<file path="config.mk">
export PLATFORM = sky130hd
export DESIGN_NAME = pcie_endpoint_ctrl_flat
export DESIGN_NICKNAME = d
export VERILOG_FILES = /design/src/rtl/pcie_endpoint_ctrl_if.sv /design/src/rtl/pcie_endpoint_ctrl.sv /design/src/flat_wrapper.sv
export SDC_FILE = /design/constraint.sdc
export NUM_CORES = 1
export LEC_CHECK = 0
export ABC_AREA = 1
export BUFFER_PORTS_ARGS = -buffer_cell sky130_fd_sc_hd__buf_4
export CAP_MARGIN = 10
export CORE_ASPECT_RATIO = 1.2
export CORE_MARGIN = 2
export CORE_UTILIZATION = 35
export CTS_CLUSTER_SIZE = 40
export DETAILED_ROUTE_END_ITERATION = 8
export PLACE_DENSITY = 0.55
export SETUP_SLACK_MARGIN = 0.1
export SLEW_MARGIN = 20
export SYNTH_ARGS = -nofsm -noshare
export SYNTH_HDL_FRONTEND = slang
export SYNTH_SLANG_ARGS = --single-unit
</file>
<file path="constraint.sdc">
create_clock -name clk -period 4.1 [get_ports clk]
set_input_delay 0.615 -clock clk [delete_from_list [all_inputs] [get_ports clk]]
set_output_delay 0.615 -clock clk [all_outputs]
set_load 0.1 [all_outputs]
</file>
<file path="src/rtl/pcie_endpoint_ctrl_if.sv">
// axi4_if: AXI4-Lite channel bundle used by pcie_endpoint_ctrl's register port.
interface axi4_if;
  logic [31:0] awaddr;
  logic [2:0]  awprot;
  logic        awvalid, awready;
  logic [31:0] wdata;
  logic [3:0]  wstrb;
  logic        wvalid, wready;
  logic [1:0]  bresp;
  logic        bvalid, bready;
  logic [31:0] araddr;
  logic [2:0]  arprot;
  logic        arvalid, arready;
  logic [31:0] rdata;
  logic [1:0]  rresp;
  logic        rvalid, rready;
  modport slave (input awaddr, awprot, awvalid, output awready, input wdata, wstrb, wvalid,
                 output wready, output bresp, bvalid, input bready, input araddr, arprot,
                 arvalid, output arready, output rdata, rresp, rvalid, input rready);
  modport master (output awaddr, awprot, awvalid, input awready, output wdata, wstrb, wvalid,
                  input wready, input bresp, bvalid, output bready, output araddr, arprot,
                  arvalid, input arready, input rdata, rresp, rvalid, output rready);
endinterface

</file>
<file path="src/rtl/pcie_endpoint_ctrl.sv">
// pcie_endpoint_ctrl: LTSSM bring-up, AXI-Lite register file, single-descriptor DMA sequencer, MSI.
// PCIE_FAST_TRAIN_EN shortens the LTSSM state durations to 2/2/2 cycles.
module pcie_endpoint_ctrl #(
  parameter int LANES      = 16,
  parameter int GEN        = 4,
  parameter int DATA_WIDTH = 512,
  parameter int ADDR_WIDTH = 64
) (
  input  logic                  clk,
  input  logic                  rst,
  input  logic [LANES-1:0]      pcie_rx_p,
  input  logic [LANES-1:0]      pcie_rx_n,
  output logic [LANES-1:0]      pcie_tx_p,
  output logic [LANES-1:0]      pcie_tx_n,
  axi4_if.slave                 axi_if,
  output logic                  dma_req_valid,
  input  logic                  dma_req_ready,
  output logic [ADDR_WIDTH-1:0] dma_src_addr,
  output logic [ADDR_WIDTH-1:0] dma_dst_addr,
  output logic [31:0]           dma_length,
  output logic                  dma_write,
  input  logic                  dma_done,
  input  logic                  dma_error,
  input  logic [15:0]           device_id,
  input  logic [15:0]           vendor_id,
  output logic                  link_up,
  output logic [3:0]            link_width,
  output logic [2:0]            link_speed,
  output logic [31:0]           msi_vector,
  output logic                  msi_valid,
  input  logic                  msi_ready,
  output logic                  correctable_error,
  output logic                  uncorrectable_error,
  output logic [15:0]           error_code
);
`ifdef PCIE_FAST_TRAIN_EN
  localparam logic [4:0] D_DET = 5'd2, D_POL = 5'd2, D_CFG = 5'd2;
`else
  localparam logic [4:0] D_DET = 5'd8, D_POL = 5'd16, D_CFG = 5'd16;
`endif
  localparam logic [3:0] LW  = 4'($clog2(LANES));
  localparam logic [2:0] SPD = 3'(GEN);
  typedef enum logic [1:0] {DETECT, POLLING, CONFIG, L0} ltssm_t;
  typedef enum logic [1:0] {IDLE, REQ, WAIT} dma_t;
  ltssm_t lt;
  dma_t ds;
  logic [4:0] cnt, dur;
  logic [63:0] src, dst;
  logic [31:0] len, wd, rmux;
  logic [7:0] waddr, raddr;
  logic [1:0] pend, ev, clr, pend_n;
  logic dir, auto, done_st, err_st;
  logic adv, enter_l0, wr, rd, start, go, bad, w28, w30, unused;
  function automatic logic mapped(input logic [7:0] a);
    return a inside {8'h00, 8'h04, 8'h08, 8'h10, 8'h14, 8'h18, 8'h1C, 8'h20, 8'h24, 8'h28, 8'h2C, 8'h30};
  endfunction
  assign unused = ^{pcie_rx_p, pcie_rx_n, axi_if.awprot, axi_if.arprot, axi_if.wstrb,
                    axi_if.awaddr[31:8], axi_if.araddr[31:8], DATA_WIDTH != 0};
  assign waddr = axi_if.awaddr[7:0];
  assign raddr = axi_if.araddr[7:0];
  assign wd = axi_if.wdata;
  assign wr = axi_if.awvalid && axi_if.wvalid && !axi_if.bvalid && !rst;
  assign rd = axi_if.arvalid && !axi_if.rvalid && !rst;
  assign axi_if.awready = wr;
  assign axi_if.wready = wr;
  assign axi_if.arready = rd;
  always_comb begin
    dur = lt == DETECT ? D_DET : lt == POLLING ? D_POL : D_CFG;
    adv = lt != L0 && cnt == dur - 5'd1;
    enter_l0 = adv && lt == CONFIG;
    start = wr && waddr == 8'h24 && wd[0];
    go = ds == IDLE && (start || (enter_l0 && auto));
    w28 = wr && waddr == 8'h28;
    w30 = wr && waddr == 8'h30;
    bad = (wr && !mapped(waddr)) || (rd && !mapped(raddr));
    // Error wins over a simultaneous done; completions outside WAIT are ignored.
    ev = ds == WAIT ? {dma_error, dma_done && !dma_error} : 2'b00;
    clr = msi_valid && msi_ready ? msi_vector[1:0] : 2'b00;
    pend_n = (pend & ~clr) | ev;
    rmux = '0;
    case (raddr)
      8'h00: rmux = {device_id, vendor_id};
      8'h04: rmux = 32'h0010_0007;
      8'h08: rmux = 32'h0604_0001;
      8'h10: rmux = src[31:0];
      8'h14: rmux = src[63:32];
      8'h18: rmux = dst[31:0];
      8'h1C: rmux = dst[63:32];
      8'h20: rmux = len;
      8'h24: rmux = {29'b0, auto, dir, 1'b0};
      8'h28: rmux = {29'b0, err_st, done_st, ds != IDLE};
      8'h2C: rmux = {24'b0, link_speed, link_width, link_up};
      8'h30: rmux = {16'b0, error_code};
      default: rmux = '0;
    endcase
  end
  always_ff @(posedge clk) begin
    if (rst) begin
      lt <= DETECT; cnt <= '0; ds <= IDLE;
      src <= '0; dst <= '0; len <= 32'h1000; dir <= 1'b0; auto <= 1'b1;
      done_st <= 1'b0; err_st <= 1'b0; pend <= '0;
      pcie_tx_p <= '0; pcie_tx_n <= '0;
      link_up <= 1'b0; link_width <= '0; link_speed <= '0;
      axi_if.bvalid <= 1'b0; axi_if.bresp <= '0;
      axi_if.rvalid <= 1'b0; axi_if.rresp <= '0; axi_if.rdata <= '0;
      dma_req_valid <= 1'b0; dma_src_addr <= '0; dma_dst_addr <= '0; dma_length <= '0; dma_write <= 1'b0;
      msi_valid <= 1'b0; msi_vector <= '0;
      correctable_error <= 1'b0; uncorrectable_error <= 1'b0; error_code <= '0;
    end else begin
      cnt <= adv || lt == L0 ? 5'd0 : cnt + 5'd1;
      lt <= adv ? ltssm_t'(lt + 2'd1) : lt;
      link_up <= link_up || enter_l0;
      link_width <= link_up || enter_l0 ? LW : 4'd0;
      link_speed <= link_up || enter_l0 ? SPD : 3'd0;
      pcie_tx_p <= lt == DETECT ? '0 : ~pcie_tx_p;
      pcie_tx_n <= lt == DETECT ? '0 : pcie_tx_p;
      if (wr) begin
        axi_if.bvalid <= 1'b1;
        axi_if.bresp <= mapped(waddr) ? 2'b00 : 2'b10;
        case (waddr)
          8'h10: src[31:0] <= wd;
          8'h14: src[63:32] <= wd;
          8'h18: dst[31:0] <= wd;
          8'h1C: dst[63:32] <= wd;
          8'h20: len <= wd;
          8'h24: dir <= wd[1];
          default: ;
        endcase
      end else if (axi_if.bvalid && axi_if.bready) axi_if.bvalid <= 1'b0;
      auto <= wr && waddr == 8'h24 ? wd[2] : auto && !enter_l0;
      if (rd) begin
        axi_if.rvalid <= 1'b1;
        axi_if.rresp <= mapped(raddr) ? 2'b00 : 2'b10;
        axi_if.rdata <= rmux;
      end else if (axi_if.rvalid && axi_if.rready) axi_if.rvalid <= 1'b0;
      correctable_error <= bad;
      error_code <= ev[1] ? 16'h0001 : bad ? 16'h0002 : w30 ? 16'h0000 : error_code;
      uncorrectable_error <= ev[1] || (uncorrectable_error && !w30);
      done_st <= (done_st && !(w28 && wd[1])) || ev[0];
      err_st <= (err_st && !(w28 && wd[2])) || ev[1];
      case (ds)
        IDLE: if (go) begin
          ds <= REQ;
          dma_req_valid <= 1'b1;
          dma_src_addr <= src[ADDR_WIDTH-1:0];
          dma_dst_addr <= dst[ADDR_WIDTH-1:0];
          dma_length <= len;
          dma_write <= wr && waddr == 8'h24 ? wd[1] : dir;
        end
        REQ: if (dma_req_ready) begin
          ds <= WAIT;
          dma_req_valid <= 1'b0;
        end
        WAIT: if (dma_done || dma_error) ds <= IDLE;
        default: ds <= IDLE;
      endcase
      pend <= pend_n;
      // The presented vector is frozen until accepted so a later event cannot change it mid-offer.
      if (!msi_valid || msi_ready) begin
        msi_valid <= |pend_n;
        msi_vector <= {30'b0, pend_n[1], pend_n[0] && !pend_n[1]};
      end
    end
  end
endmodule

</file>
<file path="src/flat_wrapper.sv">
// flat-port wrapper written by rule: the top's interface ports become plain ports
module pcie_endpoint_ctrl_flat 
#(
  parameter int LANES      = 16,
  parameter int GEN        = 4,
  parameter int DATA_WIDTH = 512,
  parameter int ADDR_WIDTH = 64
)
  (clk, rst, pcie_rx_p, pcie_rx_n, pcie_tx_p, pcie_tx_n, dma_req_valid, dma_req_ready, dma_src_addr, dma_dst_addr, dma_length, dma_write, dma_done, dma_error, device_id, vendor_id, link_up, link_width, link_speed, msi_vector, msi_valid, msi_ready, correctable_error, uncorrectable_error, error_code, axi_if_awaddr, axi_if_awprot, axi_if_awvalid, axi_if_awready, axi_if_wdata, axi_if_wstrb, axi_if_wvalid, axi_if_wready, axi_if_bresp, axi_if_bvalid, axi_if_bready, axi_if_araddr, axi_if_arprot, axi_if_arvalid, axi_if_arready, axi_if_rdata, axi_if_rresp, axi_if_rvalid, axi_if_rready);
  axi4_if axi_if_i ();
  input  logic clk;
  input  logic rst;
  input  logic [LANES-1:0] pcie_rx_p;
  input  logic [LANES-1:0] pcie_rx_n;
  output logic [LANES-1:0] pcie_tx_p;
  output logic [LANES-1:0] pcie_tx_n;
  output logic dma_req_valid;
  input  logic dma_req_ready;
  output logic [ADDR_WIDTH-1:0] dma_src_addr;
  output logic [ADDR_WIDTH-1:0] dma_dst_addr;
  output logic [31:0] dma_length;
  output logic dma_write;
  input  logic dma_done;
  input  logic dma_error;
  input  logic [15:0] device_id;
  input  logic [15:0] vendor_id;
  output logic link_up;
  output logic [3:0] link_width;
  output logic [2:0] link_speed;
  output logic [31:0] msi_vector;
  output logic msi_valid;
  input  logic msi_ready;
  output logic correctable_error;
  output logic uncorrectable_error;
  output logic [15:0] error_code;
  input wire logic [$bits(axi_if_i.awaddr)-1:0] axi_if_awaddr;
  input wire logic [$bits(axi_if_i.awprot)-1:0] axi_if_awprot;
  input wire logic [$bits(axi_if_i.awvalid)-1:0] axi_if_awvalid;
  output wire logic [$bits(axi_if_i.awready)-1:0] axi_if_awready;
  input wire logic [$bits(axi_if_i.wdata)-1:0] axi_if_wdata;
  input wire logic [$bits(axi_if_i.wstrb)-1:0] axi_if_wstrb;
  input wire logic [$bits(axi_if_i.wvalid)-1:0] axi_if_wvalid;
  output wire logic [$bits(axi_if_i.wready)-1:0] axi_if_wready;
  output wire logic [$bits(axi_if_i.bresp)-1:0] axi_if_bresp;
  output wire logic [$bits(axi_if_i.bvalid)-1:0] axi_if_bvalid;
  input wire logic [$bits(axi_if_i.bready)-1:0] axi_if_bready;
  input wire logic [$bits(axi_if_i.araddr)-1:0] axi_if_araddr;
  input wire logic [$bits(axi_if_i.arprot)-1:0] axi_if_arprot;
  input wire logic [$bits(axi_if_i.arvalid)-1:0] axi_if_arvalid;
  output wire logic [$bits(axi_if_i.arready)-1:0] axi_if_arready;
  output wire logic [$bits(axi_if_i.rdata)-1:0] axi_if_rdata;
  output wire logic [$bits(axi_if_i.rresp)-1:0] axi_if_rresp;
  output wire logic [$bits(axi_if_i.rvalid)-1:0] axi_if_rvalid;
  input wire logic [$bits(axi_if_i.rready)-1:0] axi_if_rready;
  assign axi_if_i.awaddr = axi_if_awaddr;
  assign axi_if_i.awprot = axi_if_awprot;
  assign axi_if_i.awvalid = axi_if_awvalid;
  assign axi_if_awready = axi_if_i.awready;
  assign axi_if_i.wdata = axi_if_wdata;
  assign axi_if_i.wstrb = axi_if_wstrb;
  assign axi_if_i.wvalid = axi_if_wvalid;
  assign axi_if_wready = axi_if_i.wready;
  assign axi_if_bresp = axi_if_i.bresp;
  assign axi_if_bvalid = axi_if_i.bvalid;
  assign axi_if_i.bready = axi_if_bready;
  assign axi_if_i.araddr = axi_if_araddr;
  assign axi_if_i.arprot = axi_if_arprot;
  assign axi_if_i.arvalid = axi_if_arvalid;
  assign axi_if_arready = axi_if_i.arready;
  assign axi_if_rdata = axi_if_i.rdata;
  assign axi_if_rresp = axi_if_i.rresp;
  assign axi_if_rvalid = axi_if_i.rvalid;
  assign axi_if_i.rready = axi_if_rready;
  pcie_endpoint_ctrl #(.LANES(LANES), .GEN(GEN), .DATA_WIDTH(DATA_WIDTH), .ADDR_WIDTH(ADDR_WIDTH)) u_core (.clk(clk), .rst(rst), .pcie_rx_p(pcie_rx_p), .pcie_rx_n(pcie_rx_n), .pcie_tx_p(pcie_tx_p), .pcie_tx_n(pcie_tx_n), .axi_if(axi_if_i), .dma_req_valid(dma_req_valid), .dma_req_ready(dma_req_ready), .dma_src_addr(dma_src_addr), .dma_dst_addr(dma_dst_addr), .dma_length(dma_length), .dma_write(dma_write), .dma_done(dma_done), .dma_error(dma_error), .device_id(device_id), .vendor_id(vendor_id), .link_up(link_up), .link_width(link_width), .link_speed(link_speed), .msi_vector(msi_vector), .msi_valid(msi_valid), .msi_ready(msi_ready), .correctable_error(correctable_error), .uncorrectable_error(uncorrectable_error), .error_code(error_code));
endmodule
</file>
[After elaboration in Yosys (flattened, before gate mapping)]
Index checks and enable logic that the tools add are counted.
Storage, ports and cells
  register bits: 422
  latch bits: 0
  memory bits (writable): 0
  ROM bits: 0
  bits of input ports: 181
  output and inout port bits: 294
  logic and storage cells: 168
  memories kept: 0
Operators by class
  add/sub/neg operators: 3
  multiply operators: 0
  div/mod/pow operators: 0
  magnitude comparators: 0
  eq/ne operators: 31
  shift-type cells: 0
  muxes and demuxes: 24
  bitwise operators: 4
  reductions and logical operators: 72
Operators by type and width (number)
  case mux 32 bit (12 select lines): 1
  == test 8 x 6 -> 1 bit (second input constant): 10
  == test 8 x 5 -> 1 bit (second input constant): 8
  logical AND 1 bit: 26
  nonzero test 12 bit: 2
  two-way mux 2 bit: 9
  == test 8 x 3 -> 1 bit (second input constant): 2
  == test 8 x 4 -> 1 bit (second input constant): 2
  zero test 8 bit: 2
  inverter 16 bit: 1
  AND reduction 2 bit: 7
  zero test 1 bit: 12
  nonzero test 2 bit: 5
  logical OR 1 bit: 9
  two-way mux 1 bit: 9
  OR reduction 2 bit: 4
  == test 2 bit (second input constant): 3
  two-way mux 3 bit: 2
  inequality test 2 bit (second input constant): 3
  case mux 2 bit (3 select lines): 1
  AND reduction 3 bit: 2
  adder 5 x 1 -> 5 bit (second input constant): 1
  == test 5 bit: 1
  two-way mux 5 bit: 1
  other kinds (10): 11

[Longest topological paths before layout]
  depth after elaboration: 11
  depth in mapped cells: 13
  gate-level depth less buffers: 12

[Least setup slack after synthesis]
No wires, ideal clock.
  kind: in2out
  start point: input rst
  end point: output axi_if_arready
  data arrival time: 2.215 ns
  required time: 3.485 ns
  setup slack: 1.270 ns
  cell stages on the path: 5
  buffers on the path: 2
  cell sequence: buf_2 -> clkinv_1 -> nand2_1 -> nor2_2 -> clkbuf_1
Between the ends
  cells in the longest elaborated chain, start to end: 2
Ends and longest elaborated chain
  start, declared: RTL line flat_wrapper.sv:12  | input logic rst;
  zero test 1 bit: RTL line pcie_endpoint_ctrl.sv:63  | assign rd = axi_if.arvalid && !axi_if.rvalid && !rst;
  logical AND 1 bit: RTL line pcie_endpoint_ctrl.sv:63
  end, declared: RTL line flat_wrapper.sv:50  | output wire logic [$bits(axi_if_i.arready)-1:0] axi_if_arready;
No other way between the ends.

[Final worst setup path]
  start point: register u_core.lt[0]
  end point: register u_core.dma_dst_addr[11]
Between the ends
  cells in the longest elaborated chain, start to end: 10
  elaborated cells between the ends (all ways): 12
  those cells by class: 1 x add/sub; 3 x eq/ne; 1 x mux; 7 x reduce/logical
Ends and longest elaborated chain
  start, declared: RTL line pcie_endpoint_ctrl.sv:45  | ltssm_t lt;
  start signal, assigned: RTL line pcie_endpoint_ctrl.sv:111  | lt <= adv ? ltssm_t'(lt + 2'd1) : lt;
  zero test 2 bit: RTL line pcie_endpoint_ctrl.sv:68  | dur = lt == DETECT ? D_DET : lt == POLLING ? D_POL : D_CFG;
  two-way mux 5 bit: RTL line pcie_endpoint_ctrl.sv:68
  subtractor 5 x 1 -> 5 bit: RTL line pcie_endpoint_ctrl.sv:69  | adv = lt != L0 && cnt == dur - 5'd1;
  == test 5 bit: RTL line pcie_endpoint_ctrl.sv:69
  logical AND 1 bit: RTL line pcie_endpoint_ctrl.sv:69
  logical AND 1 bit (*): RTL line pcie_endpoint_ctrl.sv:70  | enter_l0 = adv && lt == CONFIG;
  logical AND 1 bit (*): RTL line pcie_endpoint_ctrl.sv:72  | go = ds == IDLE && (start || (enter_l0 && auto));
  logical OR 1 bit (*): RTL line pcie_endpoint_ctrl.sv:72
  logical AND 1 bit (*): RTL line pcie_endpoint_ctrl.sv:72
  AND reduction 2 bit (no source line) (*)
  end signal, assigned: RTL line pcie_endpoint_ctrl.sv:146  | dma_dst_addr <= dst[ADDR_WIDTH-1:0];
  end, declared: RTL line pcie_endpoint_ctrl.sv:19  | output logic [ADDR_WIDTH-1:0] dma_dst_addr,
Mark *: on every way between the ends. The rest lies on a longest branch, timed or not.
A chain may end at the register's enable or synchronous reset.

==> flow_summary.toml <==
[status]
status = "complete, no violations"

[hold_path]
timing.hold.worst.start = "axi_if_bready"
min_path_type = "in2reg"

[power]
p_sw_share_pct = 24.6
p_sw_w = 0.00215
p_comb_share_pct = 6.5
cellLeakagePower_nw = 8.05
seq_power_share_pct = 46.1
internal-power_w = 0.00658
peak_supply_drop_mv = 0.270
power_density_nw_per_um2 = 424
p_clk_share_pct = 47.4

[worst_setup_path]
crit_path_cell_trace = "inv_1 -> ha_1 -> xor2_1 -> nand2_1 -> nor2_4 -> nand3_1 -> nand2_4 -> nand2_4 -> buf_12 -> nand2_1 -> a21oi_1"
crit_path_start_kind = "register"
worstSetupPathType = "reg2reg"
worstSetupEndpointType = "register"
highest_cell_delay_on_the_worst_timing_path_ns = 0.52
worst_ep_arrival_time_ns = 3.11
path_max_fanout = 134
worst_path_max_delay_cell = "buf_12"
crit-reg2reg-launch = "u_core.lt[0]$_SDFFE_PP0N_"
critPathRequiredTime_ns = 4.59
worst_setup_path_startpoint = "u_core.lt[0]$_SDFFE_PP0N_"

[die]
die_height_microns = 242
num_rows = 87
initial_utilization_pct = 35.2
ioPinCount = 475
die_area_sq_um = 48800
fp.coreArea_sq_um = 46700
die_width_microns = 202

[cts]
clkSinkCount = 413
cts_setup_buffers = 0
cts_htree_levels = 2
cts_resized = 0
clk_latency_ns = 0.58
cts_hold_buffers = 0
clock_path_buffers = 3
clk_pin_slew_worst_paths_ns = 0.06
cts_tree = "built"
clock-root-buffer = "clkbuf_16"
cts_inserted_buffers = 45

[flow_run]
drv.max_cap_violation_count = 0

[global_route]
first_global_vias = 14500
grt_use_total_pct = 25.9
grt_max_degree = 162
antenna_found_initial = 1
global_route.overflow_total = 0
first_pass_grt_wire_length_microns = 94900

[synth]
yosys-top-cells-count = "dfxtp_1, nand2_1, a21oi_1, o21ai_0, inv_1"
yosysMostFrequentCell = "dfxtp_1"
synth-seq-cells = 413
area_fraction_of_the_dominant_cell_type_after_synthesis_pct = 50.2
number_of_synthesized_flops_with_an_enable_pin = 0
synthesis.instances = 2192
netlist.top_cell.by_area = "dfxtp_1"
synth.cell_area_sq_um = 16500
yosys-top-cells-area = "dfxtp_1, a21oi_1, nand2_1"
ys_async_sr_fraction_pct = 0
post_synth.cell_area_avg_sq_um = 7.51
yosys_most_used_dff = "dfxtp_1"
yosysSeqAreaShare_pct = 50.2
netlist-cell-type-count = 33
yosys_warnings = 0

[layout]
drive_above_1_share_pct = 18.3
finish.net_count = 2632
finish.utilization_pct = 44.2
area_growth_pct = 25.3

[detailed_routing]
dr.first_iter.drc_count = 1413
avgViaCountPerCell = 5.05
route.final.wire_length_microns = 65300
postRouteAntennaNets = 0
detail_route.wl_per_cell_microns = 21.1
number_of_remaining_drc_errors = 0
via_count = 15600
detail_route.first_pass.iterations = 5

[timing]
layout_worst_path_cycle_share_pct = 63.8
max_slew_margin_pct = 29.1
fin_skew_ns = 0.0148
rsz0062_at_grt = "no"
post-route-min-period_ns = 2.62
drv_slew = 0
totalNegativeSetupSlack_ns = 0
hold_violations = 0
tightest_slew_ns = 1.06
max_freq_mhz = 382
setup_viol_count_final = 0
final_critical_path_setup_slack_ns = 1.48

[placement]
globalplace.congestion = 0.867
dp_slack_ns = 1.31
dp_hpwl_microns = 45700
place.port_buffers = 333
## per-stage QoR
| step | instance area [sq um] | hold slack, ns | power, W | instances |
|---|---|---|---|---|
| 2_1_floorplan | 16600 | 0.418 | 0.00453 | 2242 |
| 3_3_place_gp | 19100 | 0.424 | 0.00468 | 3023 |
| 3_5_place_dp | 19100 | 0.432 | 0.00468 | 3023 |
| 4_1_cts | 20600 | 0.199 | 0.00882 | 3100 |
| 5_1_grt | 20600 | 0.230 | 0.00900 | 3101 |
| 6_report | 20600 | 0.226 | 0.00874 | 3101 |
## metal layers
layer / share of wire, % / global-route usage [%]
met4: 5.0 / 12.2
met5: 0 / 0
met1: 42 / 34.2
met2: 45 / 40.5
met3: 7.7 / 5.46
## cell type report
cell class / count / area (sq um)
Antenna cell: 1 / 2.50
Clock buffer: 65 / 1310
Clock inverter: 12 / 170
Fill cell: 4768 / 26100
Inverter: 217 / 817
Multi-Input combinational cell: 1409 / 6510
Sequential cell: 413 / 8270
Tap cell: 623 / 779
Timing Repair Buffer: 361 / 2760
## layout by cell type (no fill, tap or decap), types with 2 or more instances in the layout
cell       count
dfxtp_1      413
nand2_1      407
a21oi_1      402
buf_4        356
o21ai_0      214
inv_1        213
nand3_1      191
nor2_1        94
conb_1        51
clkbuf_16     45
clkbuf_8      11
clkbuf_1       9
o22ai_1        7
nor2_2         5
nand2_2        5
clkinv_2       5
nor2_4         4
ha_1           4
bufinv_16      4
buf_12         4
xor2_1         3
o21ai_1        3
o211ai_1       3
nand3_2        2
nand2_4        2
or2_2          2
inv_2          2
nand4_1        2
inv_6          2
## state kept, by name, indices dropped and copies added (netlist names), 16 cells and up
signal and flops:
u_core.axi_if.rdata 32, u_core.dma_dst_addr 64, u_core.dma_length 32, u_core.dma_src_addr 64
u_core.dst 64, u_core.len 32, u_core.pcie_tx_n 16, u_core.pcie_tx_p 16
u_core.src 64
## cell families (layout without fill, tap and decap cells)
kind of cell | count (synthesis) | count (layout) | synth area share, %
AOI/OAI and AO/OA | 631 | 631 | 19.3
adders and majority gates | 4 | 4 | 0.304
buffers and inverters | 420 | 655 | 11.6
and+or+nand+nor | 720 | 720 | 18.3
DFF | 413 | 413 | 50.2
other | 1 | 52 | 0.0228
xor gates and xnor gates | 3 | 3 | 0.160
## power by group through the flow
| stage | logic (W) | clock network [W] | registers, W |
|---|---|---|---|
| 3_3_place_gp | 0.000561 | 0 | 0.00412 |
| 5_1_grt | 0.000589 | 0.00439 | 0.00403 |
| 3_5_place_dp | 0.000563 | 0 | 0.00412 |
| 4_1_cts | 0.000564 | 0.00422 | 0.00403 |
| 6_report | 0.000566 | 0.00414 | 0.00403 |
| 2_1_floorplan | 0.000368 | 0 | 0.00416 |
## path summary, 6_finish.rpt
| path | to | slack [ns] | cells past startpoint |
|---|---|---|---|
| worst min register to register | u_core.pcie_tx_p[0]$_SDFF_PP0_ | 0.44 | 1 |
| worst max register to register | u_core.dma_dst_addr[11]$_SDFFE_PP0P_ | 1.48 | 11 |
| worst max-delay path | u_core.dma_dst_addr[11]$_SDFFE_PP0P_ | 1.48 | 11 |
| worst min-delay path | u_core.axi_if.bvalid$_SDFFE_PP0P_ | 0.23 | 2 |
## critical path: cells and delay by family (launching register included)
kind	cells	cell delay, ns
adder cells (fa/ha/maj)	1	0.25
AO/OA/AOI/OAI	1	0.17
buffers and inverters	2	0.60
flip-flops	1	0.37
AND/OR/NAND/NOR	6	0.86
XOR/XNOR	1	0.16
Note: power is estimated with default switching activity, not from simulation.
